### src/rtl/topk_pkg.sv
// Shared definitions for the top-k serial output stage that follows the 16-wide sorters.
package topk_pkg;

  localparam int unsigned TOPK_DATAWIDTH  = 8;
  localparam int unsigned TOPK_DATALENGTH = 16;

  typedef logic [TOPK_DATAWIDTH-1:0] elent;

  typedef enum logic {
    IDLE = 1'b0,
    EMIT = 1'b1
  } state_t;

endpackage

### src/rtl/topk_stream_out.sv
// Buffers the top K elements of a sorted vector and streams them out largest first,
// one per cycle, over valid/ready; a new vector may be taken on the last transfer.
module topk_stream_out
  import topk_pkg::*;
#(
  parameter int unsigned DATAWIDTH  = TOPK_DATAWIDTH,
  parameter int unsigned DATALENGTH = TOPK_DATALENGTH,
  parameter int unsigned K          = 4,
  localparam int unsigned RW        = (K > 1) ? $clog2(K) : 1
) (
  input  logic                            clk_i,
  input  logic                            rst_i,
  input  logic                            vec_valid_i,
  output logic                            vec_ready_o,
  input  logic                            sign_ctrl_i,
  input  logic [DATALENGTH*DATAWIDTH-1:0] vec_i,
  output logic                            out_valid_o,
  input  logic                            out_ready_i,
  output logic [DATAWIDTH-1:0]            out_data_o,
  output logic [RW-1:0]                   out_rank_o,
  output logic                            out_last_o,
  output logic                            out_sign_o
);

  if (K < 1 || K > DATALENGTH) begin : g_bad_k
    $error("topk_stream_out: K must lie in 1..DATALENGTH");
  end

  localparam logic [RW-1:0] LAST = RW'(K - 1);

  state_t               state, state_nxt;
  logic [RW-1:0]        cnt;
  logic [DATAWIDTH-1:0] buffer [K];
  logic                 sign_q;
  logic                 at_last;
  logic                 accept;
  logic                 advance;

  always_comb begin
    state_nxt   = state;
    vec_ready_o = 1'b0;
    accept      = 1'b0;
    advance     = 1'b0;
    at_last     = (cnt == LAST);
    case (state)
      IDLE: begin
        vec_ready_o = !rst_i;
        accept      = vec_valid_i && !rst_i;
        if (accept) state_nxt = EMIT;
      end
      EMIT: begin
        if (out_ready_i) begin
          if (at_last) begin
            // last transfer doubles as an accept slot so back-to-back vectors have no bubble
            vec_ready_o = !rst_i;
            accept      = vec_valid_i && !rst_i;
            state_nxt   = accept ? EMIT : IDLE;
          end else begin
            advance = 1'b1;
          end
        end
      end
    endcase
  end

  always_ff @(posedge clk_i) begin
    if (rst_i) state <= IDLE;
    else       state <= state_nxt;
  end

  always_ff @(posedge clk_i) begin
    if (rst_i) begin
      cnt    <= '0;
      sign_q <= 1'b0;
      for (int unsigned r = 0; r < K; r++) buffer[r] <= '0;
    end else if (accept) begin
      cnt    <= '0;
      sign_q <= sign_ctrl_i;
      // rank 0 is the largest element, which sits at the top index of the input
      for (int unsigned r = 0; r < K; r++)
        buffer[r] <= vec_i[(DATALENGTH - 1 - r) * DATAWIDTH +: DATAWIDTH];
    end else if (advance) begin
      cnt <= cnt + 1'b1;
    end else if (state_nxt == IDLE) begin
      cnt <= '0;
    end
  end

  assign out_valid_o = (state == EMIT);
  assign out_data_o  = buffer[cnt];
  assign out_rank_o  = cnt;
  assign out_last_o  = out_valid_o && at_last;
  assign out_sign_o  = sign_q;

endmodule

### config.mk
export PLATFORM = sky130hd
export DESIGN_NAME = topk_stream_out
export DESIGN_NICKNAME = d
export VERILOG_FILES = /design/src/rtl/topk_pkg.sv /design/src/rtl/topk_stream_out.sv
export SDC_FILE = /design/constraint.sdc
export NUM_CORES = 1
export LEC_CHECK = 0
export ABC_AREA = 1
export CORE_MARGIN = 10
export CORE_UTILIZATION = 35
export DETAILED_ROUTE_END_ITERATION = 8
export PLACE_DENSITY = 0.88
export SLEW_MARGIN = 20
export SYNTH_ARGS = -nofsm -noshare
export SYNTH_HDL_FRONTEND = slang
export SYNTH_SLANG_ARGS = --single-unit
export TNS_END_PERCENT = 5
### constraint.sdc
create_clock -name clk_i -period 2.1 [get_ports clk_i]
set_input_delay 0.315 -clock clk_i [delete_from_list [all_inputs] [get_ports clk_i]]
set_output_delay 0.315 -clock clk_i [all_outputs]
set_load 0.01 [all_outputs]
==> impl_results.md <==
* Maximum vdd ir drop at 0.2809 mV
* Synthesized area per cell at 9.799 um^2
* Number of failing hold endpoints at the final stage at 0
* Post-route DRC at 0
* Std-Cell Core Area at 4786 um^2
* Row cnt at 25
* Minimum clock period at 1.981 ns
* Insertion delay to the later sink of the worst-skew pair at 0.28 ns
* Cell count after synthesis at 178
* Fraction of the mapped netlist area in compound gates at 0.09182
* TritonCTS clock tree: built
* Top Ports at 147
* Number of setup buffers added after CTS at 0
* Number of distinct standard cells referenced by the synthesized netlist at 18
* RSZ-0062 raised after global routing: no
* Met2 demand-to-capacity share in global routing at 0.1587
* Global-route wire length before repair at 6637 um
* Total negative slack for setup checks at 0 ns
* Total congestion overflow after global routing at 0
* Total power per unit cell area at 653.5 nW/um^2
* Total global routing track utilization at 0.09969
* Floorplan die area at 8207 um^2
* Number of H-tree levels at 2
* Final cycle utilization of the critical path at 0.9435
* Maximum Capacitance Violations at 0
* Portion of the post-synthesis area used by sequential elements at 0.6198
* Max Buffers Root-to-Sink at 2
* Root Buffer: sky130_fd_sc_hd__clkbuf_8
* Global routing met1 resource utilization at 0.1172
* Half-perimeter wire length after detailed placement at 2822 um
* Routed Wire Length at 3899 um
* Total clock sinks at 38
* Setup slack of the most critical reg-to-reg path at 0.55 ns
* Post-Layout Inst Area at 2390 um^2
* Hold buffers post-CTS at 0
* Diodes inserted at 0
* CP startpoint kind: flip-flop
* Die boundary height at 90.59 um
* Antenna violations before repair at 0
* Area contributors post-synth: sky130_fd_sc_hd__edfxtp_1, sky130_fd_sc_hd__nor2_1, sky130_fd_sc_hd__inv_1
* Met3 layer usage reported by global route at 0.04156
* Most Used Layer, Global Route: met2
* Hold Path Stages at 2
* Actual transition at the worst max-transition pin at 0.4610 ns
* Overall die width at 90.59 um
* PnR Total Power at 1562 uW
* Final nets at 368
* Starting density of the core at 0.3644
* Final RePlAce weighted congestion at 0.7520
* Synth Area in Simple Gates at 0.1621
* Antenna-violating nets left at 0
* Mux cell area share after synthesis at 0
* Worst Path Required at 1.78 ns
* Detailed router's first-iteration violation count at 64
* Clock edge transition at the registers on the reported setup and hold paths at 0.07 ns
* Dominant combinational cell family by area after synthesis: simple AND/OR/NAND/NOR gates
* Most frequent standard cell in the layout excluding fill and tap cells: sky130_fd_sc_hd__clkdlybuf4s50_1
* Cell type contributing the most total cell area after synthesis: sky130_fd_sc_hd__edfxtp_1
* Class of the worst hold path: flip-flop to flip-flop
* Arr. time, crit path at 1.67 ns
* Layout-stage area growth over the synthesis result at 37.02%
* Number of global-route vias before repair at 1363
* Highest-count cells in the layout ignoring fill and taps: sky130_fd_sc_hd__clkdlybuf4s50_1, sky130_fd_sc_hd__nor2_1, sky130_fd_sc_hd__inv_1
* CP Max Fanout at 6
* Max-slew headroom at the worst pin at 0.6924
* Crit path kind: flip-flop to primary output
* Cell area reported after detailed placement at 2298 um^2
* Worst flop-to-flop path startpoint: out_rank_o[0]
* Fill count at 483
* Final count of pins violating max slew at 0
* Share of the core filled with cells at 0.4993
* Detailed Routing Iterations Pass 1 at 4
* Worst reg-to-reg path cell count at 5
* Detailed-route vias per instance at 4.402
* Xor-xnor portion of the synthesized cell area at 0
* Wire length per cell at 12.95 um
* Static leakage at 0.001061 uW
* Status: complete, no violations
* Final setup violation count at 0
* Hold Path End: out_sign_o
* Largest net degree at the start of global routing at 37
* Yosys warning count at 0
* Capturing point of the worst reg2reg path: buffer[0][6]
* Slack of the critical path at 0.1187 ns
* F_max at 504.7 MHz
* Buffers on Ports at 50
* Min-delay src: out_sign_o
* Fraction of synthesized cell area taken by the top area cell type at 0.5509
* Setup slack after placement at 0.1420 ns
* Synth Area in Adders at 0.01435
* Clock Skews at 0.004629 ns
* Nets in the synthesized netlist at 313
* Total standard cell area after synthesis at 1744 um^2
* Number of buffers added by the clock tree synthesis step at 5
* Via count at 1325
* Fraction of layout cells with a size suffix above 1 at 0.08974
* CP endpoint kind: primary output
* Register bit count reported by yosys at 38
* Cells resized by post-CTS repair at 1
[final cells by class]
class	count	area (um^2)	area share
sequential	38	1084	0.4534
timing repair buffer	53	528.0	0.2209
multi-input combinational	97	467.9	0.1958
inverter	38	145.1	0.06073
tap	67	83.83	0.03508
clock buffer	6	72.57	0.03037
clock inverter	2	8.758	0.003665
[power by group]
group          leakage, uW  internal (uW)  switching, uW
clock            0.0000426            228            235
combinational     0.000630            116           93.1
sequential        0.000389            872           16.6
total              0.00106           1220            345
[registers in the layout, summed over array words and instances, names as in the netlist, named ones only]
signal,count
buffer,32
out_rank_o,2
out_sign_o,1
out_valid_o,1
[stage by stage]
| stage | hold WS, ns | cells |
|---|---|---|
| global placement | 0.4553 | 293 |
| CTS | 0.4979 | 301 |
| detailed placement | 0.4855 | 293 |
| global route | 0.5110 | 301 |
| floorplan | 0.3841 | 178 |
| finish | 0.4830 | 301 |
[cell families (layout without fill, tap and decap cells)]
group                    after synthesis  count (layout)
AND/OR/NAND/NOR                       65              65
buffers and inverters                 43              99
flip-flops                            38              38
AO/OA/AOI/OAI                         30              30
adder cells (fa/ha/maj)                2               2
[worst max-delay path by stage]
stage,end,slack (ns)
2_1_floorplan,buffer[0][0],0.63
3_5_place_dp,vec_ready_o,0.14
3_3_place_gp,vec_ready_o,0.17
4_1_cts,out_data_o[3],0.004
5_1_grt,vec_ready_o,0.003
6_report,out_data_o[3],0.12
[critical path: stages (launching register included)]
cell and delay (ns):
sky130_fd_sc_hd__dfxtp_2 0.39, sky130_fd_sc_hd__buf_4 0.16, sky130_fd_sc_hd__o21ai_0 0.09, sky130_fd_sc_hd__o22ai_1 0.18, sky130_fd_sc_hd__clkdlybuf4s50_1 0.57
[synth_stat cells (all sizes together)]
cell type	n
edfxtp	32
or2	1
nand4	1
ha	2
o21ai	16
a21oi	6
dfxtp	6
inv	38
o22ai	8
nand3	5
nor2	48
nand2	10
buf	5
[per-layer routing]
layer  vias to the layer above  routed length, um
met5                         -                  0
met3                         4                255
li1                        682                  -
met1                       601               1754
met2                        38               1859
met4                         0                 29
(Power assumes the default switching activity.)
